[src/rtl/div_pkg.sv]
// div_pkg: shared types and constants for the divider stream controller.
//   DIV_W        - operand/result width of the attached 10-bit divider
//   div_state_t  - controller FSM states
//   div_result_t - captured divider result plus frame tag
package div_pkg;

  localparam int DIV_W = 10;

  typedef enum logic [1:0] {
    IDLE = 2'd0,
    CALC = 2'd1,
    HOLD = 2'd2
  } div_state_t;

  typedef struct packed {
    logic [DIV_W-1:0] quot;
    logic [DIV_W-1:0] rem;
    logic             div0;
    logic             last;
  } div_result_t;

endpackage

[src/rtl/div_stream_ctrl_div0_sat_counter.sv]
// div0_sat_counter: saturating event counter with synchronous clear.
//   i_clk     - system clock
//   i_rst_n   - asynchronous active-low reset
//   i_clear   - synchronous clear, wins over i_inc
//   i_inc     - count one event
//   o_count   - current count, sticks at all-ones
module div0_sat_counter #(
  parameter int CNT_WIDTH = 16
) (
  input  logic                 i_clk,
  input  logic                 i_rst_n,
  input  logic                 i_clear,
  input  logic                 i_inc,
  output logic [CNT_WIDTH-1:0] o_count
);

  logic [CNT_WIDTH-1:0] r_count;

  always_ff @(posedge i_clk or negedge i_rst_n) begin
    if (!i_rst_n) begin
      r_count <= '0;
    end else if (i_clear) begin
      r_count <= '0;
    end else if (i_inc && (r_count != {CNT_WIDTH{1'b1}})) begin
      r_count <= r_count + 1'b1;
    end
  end

  assign o_count = r_count;

endmodule

[src/rtl/div_stream_ctrl.sv]
// div_stream_ctrl: registered valid/ready wrapper around an external
// combinational unsigned divider.
//   i_clk, i_rst_n            - clock, asynchronous active-low reset
//   i_clear                   - synchronous clear of o_div0_count
//   i_in_valid/o_in_ready     - input pair handshake
//   i_in_num/i_in_den/i_in_last - numerator, denominator, frame-last tag
//   o_div_a/o_div_b           - registered operands to the divider
//   i_div_quotient/i_div_remainder/i_div_by_0 - divider results
//   o_out_valid/i_out_ready   - result handshake
//   o_out_quot/o_out_rem/o_out_div0/o_out_last - registered result
//   o_frame_done              - pulse after an out_last result handshakes
//   o_div0_count              - saturating count of divide-by-zero results
//
// state | meaning
// IDLE  | no pair in flight, ready for input
// CALC  | operands on divider, result captured at end of cycle
// HOLD  | result presented, waiting for out_ready
module div_stream_ctrl
  import div_pkg::*;
#(
  parameter int DATA_WIDTH  = DIV_W,
  parameter bit SAT_ON_DIV0 = 1'b1,
  parameter int CNT_WIDTH   = 16
) (
  input  logic                  i_clk,
  input  logic                  i_rst_n,
  input  logic                  i_clear,
  input  logic                  i_in_valid,
  output logic                  o_in_ready,
  input  logic [DATA_WIDTH-1:0] i_in_num,
  input  logic [DATA_WIDTH-1:0] i_in_den,
  input  logic                  i_in_last,
  output logic [DATA_WIDTH-1:0] o_div_a,
  output logic [DATA_WIDTH-1:0] o_div_b,
  input  logic [DATA_WIDTH-1:0] i_div_quotient,
  input  logic [DATA_WIDTH-1:0] i_div_remainder,
  input  logic                  i_div_by_0,
  output logic                  o_out_valid,
  input  logic                  i_out_ready,
  output logic [DATA_WIDTH-1:0] o_out_quot,
  output logic [DATA_WIDTH-1:0] o_out_rem,
  output logic                  o_out_div0,
  output logic                  o_out_last,
  output logic                  o_frame_done,
  output logic [CNT_WIDTH-1:0]  o_div0_count
);

  div_state_t            r_state;
  div_state_t            w_state_nxt;
  logic                  w_ready;
  logic                  w_accept;
  logic                  w_capture;
  logic [DATA_WIDTH-1:0] r_div_a;
  logic [DATA_WIDTH-1:0] r_div_b;
  logic                  r_last;
  div_result_t           r_res;
  logic                  r_out_valid;
  logic                  r_frame_done;

  // Gated by reset so upstream never sees ready while the block is held off.
  assign w_ready   = i_rst_n && ((r_state == IDLE) || ((r_state == HOLD) && i_out_ready));
  assign w_accept  = w_ready && i_in_valid;
  assign w_capture = (r_state == CALC);

  always_comb begin
    w_state_nxt = r_state;
    case (r_state)
      IDLE:    if (w_accept) w_state_nxt = CALC;
      CALC:    w_state_nxt = HOLD;
      HOLD:    if (i_out_ready) w_state_nxt = i_in_valid ? CALC : IDLE;
      default: w_state_nxt = IDLE;
    endcase
  end

  always_ff @(posedge i_clk or negedge i_rst_n) begin
    if (!i_rst_n) begin
      r_state      <= IDLE;
      r_div_a      <= '0;
      r_div_b      <= '0;
      r_last       <= 1'b0;
      r_res        <= '0;
      r_out_valid  <= 1'b0;
      r_frame_done <= 1'b0;
    end else begin
      r_state <= w_state_nxt;
      if (w_accept) begin
        r_div_a <= i_in_num;
        r_div_b <= i_in_den;
        r_last  <= i_in_last;
      end
      if (w_capture) begin
        r_res.quot <= (i_div_by_0 && SAT_ON_DIV0) ? {DATA_WIDTH{1'b1}} : i_div_quotient;
        r_res.rem  <= i_div_remainder;
        r_res.div0 <= i_div_by_0;
        r_res.last <= r_last;
      end
      // Valid exactly while the FSM sits in HOLD.
      r_out_valid  <= (w_state_nxt == HOLD);
      r_frame_done <= r_out_valid && i_out_ready && r_res.last;
    end
  end

  div0_sat_counter #(
    .CNT_WIDTH (CNT_WIDTH)
  ) u_div0_cnt (
    .i_clk   (i_clk),
    .i_rst_n (i_rst_n),
    .i_clear (i_clear),
    .i_inc   (w_capture && i_div_by_0),
    .o_count (o_div0_count)
  );

  assign o_in_ready   = w_ready;
  assign o_div_a      = r_div_a;
  assign o_div_b      = r_div_b;
  assign o_out_valid  = r_out_valid;
  assign o_out_quot   = r_res.quot;
  assign o_out_rem    = r_res.rem;
  assign o_out_div0   = r_res.div0;
  assign o_out_last   = r_res.last;
  assign o_frame_done = r_frame_done;

endmodule

[config.mk]
export PLATFORM = sky130hd
export DESIGN_NAME = div_stream_ctrl
export DESIGN_NICKNAME = d
export VERILOG_FILES = /design/src/rtl/div_pkg.sv /design/src/rtl/div_stream_ctrl_div0_sat_counter.sv /design/src/rtl/div_stream_ctrl.sv
export SDC_FILE = /design/constraint.sdc
export NUM_CORES = 1
export LEC_CHECK = 0
export ABC_CLOCK_PERIOD_IN_PS = 2800
export BUFFER_PORTS_ARGS = -buffer_cell sky130_fd_sc_hd__buf_2
export CAP_MARGIN = 25
export CORE_MARGIN = 2
export CORE_UTILIZATION = 30
export CTS_BUF_LIST = sky130_fd_sc_hd__clkbuf_4 sky130_fd_sc_hd__clkbuf_8 sky130_fd_sc_hd__clkbuf_16
export CTS_CLUSTER_SIZE = 20
export DETAILED_ROUTE_END_ITERATION = 8
export GPL_ROUTABILITY_DRIVEN = 0
export GPL_TIMING_DRIVEN = 0
export SKIP_LAST_GASP = 1
export SLEW_MARGIN = 10
export SYNTH_ARGS = -nofsm -noshare
export SYNTH_HDL_FRONTEND = slang
export SYNTH_SLANG_ARGS = --single-unit
[constraint.sdc]
create_clock -name i_clk -period 2.8 [get_ports i_clk]
set_input_delay 0.28 -clock i_clk [delete_from_list [all_inputs] [get_ports i_clk]]
set_output_delay 0.28 -clock i_clk [all_outputs]
set_load 0.05 [all_outputs]
After elaboration in Yosys (flattened, before gate mapping)

Cells that the tools add are included.

Add/subtract/negate cells: 1
Multiply operators: 0
Divide/modulo/power cells: 0
Order comparisons: 0
Eq/ne operators: 4
Shift-type cells: 0
Mux-type cells: 7
Bitwise gates (word level): 0
Reduce and logical (&&, ||, !) cells: 10

Operators with widths:

| cell                                                            | number |
|---|---|
| 16-bit two-way mux                                              | 2 |
| 16-bit by 1-bit adder with 16-bit output, second input constant | 1 |
| 16-bit != test, second input constant                           | 1 |
| 10-bit two-way mux                                              | 1 |
| 1-bit logical AND                                               | 7 |
| 2-bit case mux with 3 select lines                              | 1 |
| 2-bit == test, second input constant                            | 2 |
| 2-bit two-way mux                                               | 2 |
| 2-bit by 1-bit == test with 1-bit output, second input constant | 1 |
| 2-bit zero test                                                 | 1 |
| 2-bit nonzero test                                              | 1 |
| 1-bit logical OR                                                | 1 |
| 1-bit two-way mux                                               | 1 |

Flip-flop bits (word level): 63
Latch bits: 0
RAM bits: 0
ROM bits: 0
Output and inout port bits: 61
Word-level logic and storage cells: 33
Memories kept: 0

Logic depth before layout (Yosys ltp)

Word-level depth: 8
Mapped depth: 6
Mapped depth without buffers: 5

Modules after synthesis

A second synthesis with hierarchy kept.

Cell total of the unflattened synthesis: 227
Area total of the unflattened synthesis: 2860.2 sq um

Modules (own cells, without submodules):

| module           | instances | cells an instance | area each (sq um) |
|---|---|---|---|
| div_stream_ctrl  | 1         | 129               | 1918.1 |
| div0_sat_counter | 1         | 98                | 942.2 |

Least setup slack after synthesis

No wires, ideal clock.

Kind: reg-to-reg
Start point: register u_div0_cnt.r_count[1], in the netlist u_div0_cnt.o_count[1]
End point: register u_div0_cnt.r_count[1], in the netlist u_div0_cnt.o_count[1]
Setup time: 119 ps
Data arrival time: 2225 ps
Setup slack: 455 ps
Cell stages (with the launch flop): 7
Path buffers: 1
Cells stage by stage: dfrtp_1 > ha_1 > nand4_1 > nor4_1 > buf_2 > nor3b_1 > o21ba_2

Cells in the longest elaborated chain, start to end: 3
Elaborated cells between the ends (all ways): 6

Ends and longest elaborated chain:

| element                                                                    | line                                                                           | text |
|---|---|---|
| from (decl)                                                                | div_stream_ctrl_div0_sat_counter.sv:17                                         | `logic [CNT_WIDTH-1:0] r_count;` |
| from (signal assigned)                                                     | div_stream_ctrl_div0_sat_counter.sv:25                                         | `r_count <= r_count + 1'b1;` |
| 16-bit by 1-bit adder with 16-bit output or 16-bit != test (tied branches) | div_stream_ctrl_div0_sat_counter.sv:25, div_stream_ctrl_div0_sat_counter.sv:24 |  |
| 16-bit two-way mux or 1-bit logical AND (tied branches)                    | div_stream_ctrl_div0_sat_counter.sv:24                                         | `end else if (i_inc && (r_count != {CNT_WIDTH{1'b1}})) begin` |
| 16-bit two-way mux or 2-bit nonzero test (tied branches)                   | n/a                                                                            |  |

Several ways; a longest one is shown, not always the timed one. The select of a mux whose other input is x is not followed.
A chain may end at the register's enable or synchronous reset.

Worst setup path after layout

Start point: register u_div0_cnt.r_count[0], in the netlist u_div0_cnt.o_count[0]
End point: register u_div0_cnt.r_count[1], in the netlist u_div0_cnt.o_count[1]

The elaborated chain is that of the path after synthesis.

==> run metrics <==
final setup violation count 0; CTS sink count 63; Die Span X 98.1 µm; DRT Pass-1 Iters 5; Max-Cap Viols 0; DR vias/cell 4.76; antenna violations before repair 0; number of flops mapped to enable cells by yosys 0; GRT Util Overall 13.3%; H-tree levels 3; clock latency on the worst-skew pair 330 ps; largest net degree at the start of global routing 56; VDD IR max 633 µV; dominant cells by area after synthesis dfrtp_1 59%, mux2_2 14%, or4_1 2.8%; Critical Path Fanout Max 10; cts repair resizes 0; Final Hold Viols 0; n_diodes 0; Fin Setup TNS 0 ps; Initial Util 30.8%; minimum clock period 2480 ps; Worst Path Arrival 2700 ps; R2R depth 6; fmax 404 MHz; leakage 1.70 nW; Setup CP Type flop to flop; most frequent cell after synthesis dfrtp_1; first-pass GRT wire length 10400 µm; cts bufs inserted 9; endpoint class of the critical path flop; Site Rows 34; actual slew at the worst max-slew pin 913 ps; CTS Root Cell clkbuf_8; met2 Track Usage GR 20.4%; Async S/R FF share, synth 100%; DP HPWL 4490 µm; met3 Resource Use GR 4.80%; Mapped Nets 272; status completed; hold endpoint o_out_rem[8]; TritonCTS clock tree done; Fill cells 874; number of global-route vias before repair 2186; GR Layer Usage met1 17.4%; relative slew slack 38.6%; Yosys reg bits 63; Core Area 8640 µm²; setup repair bufs after CTS 0; area leader, netlist dfrtp_1; number of synthesis warnings 0; Netlist Area Pre-Place 2660 µm²; Hold WC Path Type primary input to flop; syn_area_per_cell 11.9 µm²; port bufs 106; WHS 173 ps; wirelength, routed 6170 µm; Final Slew Violations 0; drt drc 0; post-route cell area 3620 µm²; Hold Crit Depth 2; Startpoint Class flop; P&R area growth vs syn 36.1%; DIE HEIGHT 98.1 µm; DRT iter0 DRCs 41; Critical Path RT 3020 ps; placed inst area 3350 µm²; Tot Pwr 3.52 mW; CTS Hold Bufs 1; I/O Pins 108; layout cells sized above 1 46.8%; Commonest cells post-synth 63 x dfrtp_1, 34 x mux2_2, 16 x nand2_1; Yosys cell types 31; Worst R2R Start u_div0_cnt.o_count[0]; Post-DRT Antenna Nets 0; routed via count 2170; commonest register cell after synthesis dfrtp_1; HP Start i_div_remainder[8]; Synth top area share 59.3%; Worst-path clk slew 80 ps; Synth Instances 224; total die area 9630 µm²; R2R setup slack 320 ps; Seq/Total Area, Yosys 59.3%; clk_skew 10.2 ps; RSZ-0062 raised after global routing no; post-DR wirelength/cell 13.5 µm; Nets 391; pwr dens 973 nW/µm²; Tcrit/Tclk final 88.5%; FF-to-FF End u_div0_cnt.o_count[1]; gr ovfl total 0; Most Used Layer, Global Route met2; Max Root-Sink Buffers 2
[stage by stage]
stage / util (%) / setup slack, ps / instances
3_3_place_gp: 38.5 / 142 / 438
2_1_floorplan: - / 455 / 224
5_1_grt: 41.9 / 110 / 456
3_5_place_dp: 38.8 / 397 / 439
6_report: 41.9 / 323 / 456
4_1_cts: 41.9 / 373 / 456
[state kept, by name, indices dropped and copies added, names as in the netlist]
signal / count
u_div0_cnt.o_count: 16
o_div_a: 10
o_div_b: 10
o_out_quot: 10
o_out_rem: 10
r_state: 2
o_frame_done: 1
o_out_div0: 1
o_out_last: 1
o_out_valid: 1
r_last: 1
[worst max-delay path: stages (launching register included)]
cell and delay (ps):
dfrtp_1 420, ha_1 220, nand4_1 230, nor4_1 850
buf_2 350, nor3b_1 70, o21ba_2 220
[routing by layer]
layer | vias to the layer above | share of wire (%)
met5 | - | 0
met4 | 0 | 1.3
met3 | 8 | 8.8
met2 | 98 | 45
met1 | 1015 | 45
li1 | 1049 | -
[layout make-up]
type | instances | area (µm²) | share of cell area [%]
Inverter | 3 | 11.3 | 0.311
Clock inverter | 6 | 115 | 3.18
Sequential cell | 63 | 1580 | 43.6
Multi-Input combinational cell | 145 | 1020 | 28.2
Buffer | 13 | 51.3 | 1.42
Timing Repair Buffer | 108 | 571 | 15.8
Tap cell | 108 | 135 | 3.74
Clock buffer | 10 | 138 | 3.81
[how the worst max path moves through the flow]
stage                                startpoint  cells after the start                     to  slack, ps
after floorplan           u_div0_cnt.o_count[1]                      6  u_div0_cnt.o_count[1]        460
after global placement                  i_rst_n                      5             o_div_b[1]        140
after detailed placement  u_div0_cnt.o_count[0]                      6  u_div0_cnt.o_count[1]        400
after CTS                 u_div0_cnt.o_count[0]                      6  u_div0_cnt.o_count[1]        370
after global routing      u_div0_cnt.o_count[0]                      6  u_div0_cnt.o_count[1]        110
final                     u_div0_cnt.o_count[0]                      6  u_div0_cnt.o_count[1]        320
[logic make-up (layout without fill, tap and decap cells)]
| kind of cell | after synthesis | count (layout) | share of synthesized area (%) |
|---|---|---|---|
| adders and majority gates | 1 | 1 | 0.471 |
| DFF | 63 | 63 | 59.3 |
| buffers and inverters | 16 | 140 | 2.35 |
| muxes | 35 | 35 | 14.8 |
| AOI/OAI and AO/OA | 40 | 40 | 8.95 |
| and+or+nand+nor | 69 | 69 | 14.1 |
[placed cells by master, fill, tap and decap left out, types with 3 or more instances in the layout]
cell and instances:
nand3_1 6, mux2_2 34, inv_1 3, dfrtp_1 63, nand4_1 3, buf_2 107, clkbuf_1 10, or4_1 10
clkbuf_8 10, or3_1 4, nand2_1 16, o31ai_1 9, o21ai_0 14, bufinv_16 3, a21oi_1 13, nor2_1 14
[where the power goes]
part	leakage [nW]	switching (mW)	internal, mW
Sequential	0.782	0.109	1.12
Clock	0.123	0.375	0.621
Combinational	0.794	0.970	0.320
(Power assumes the default switching activity.)
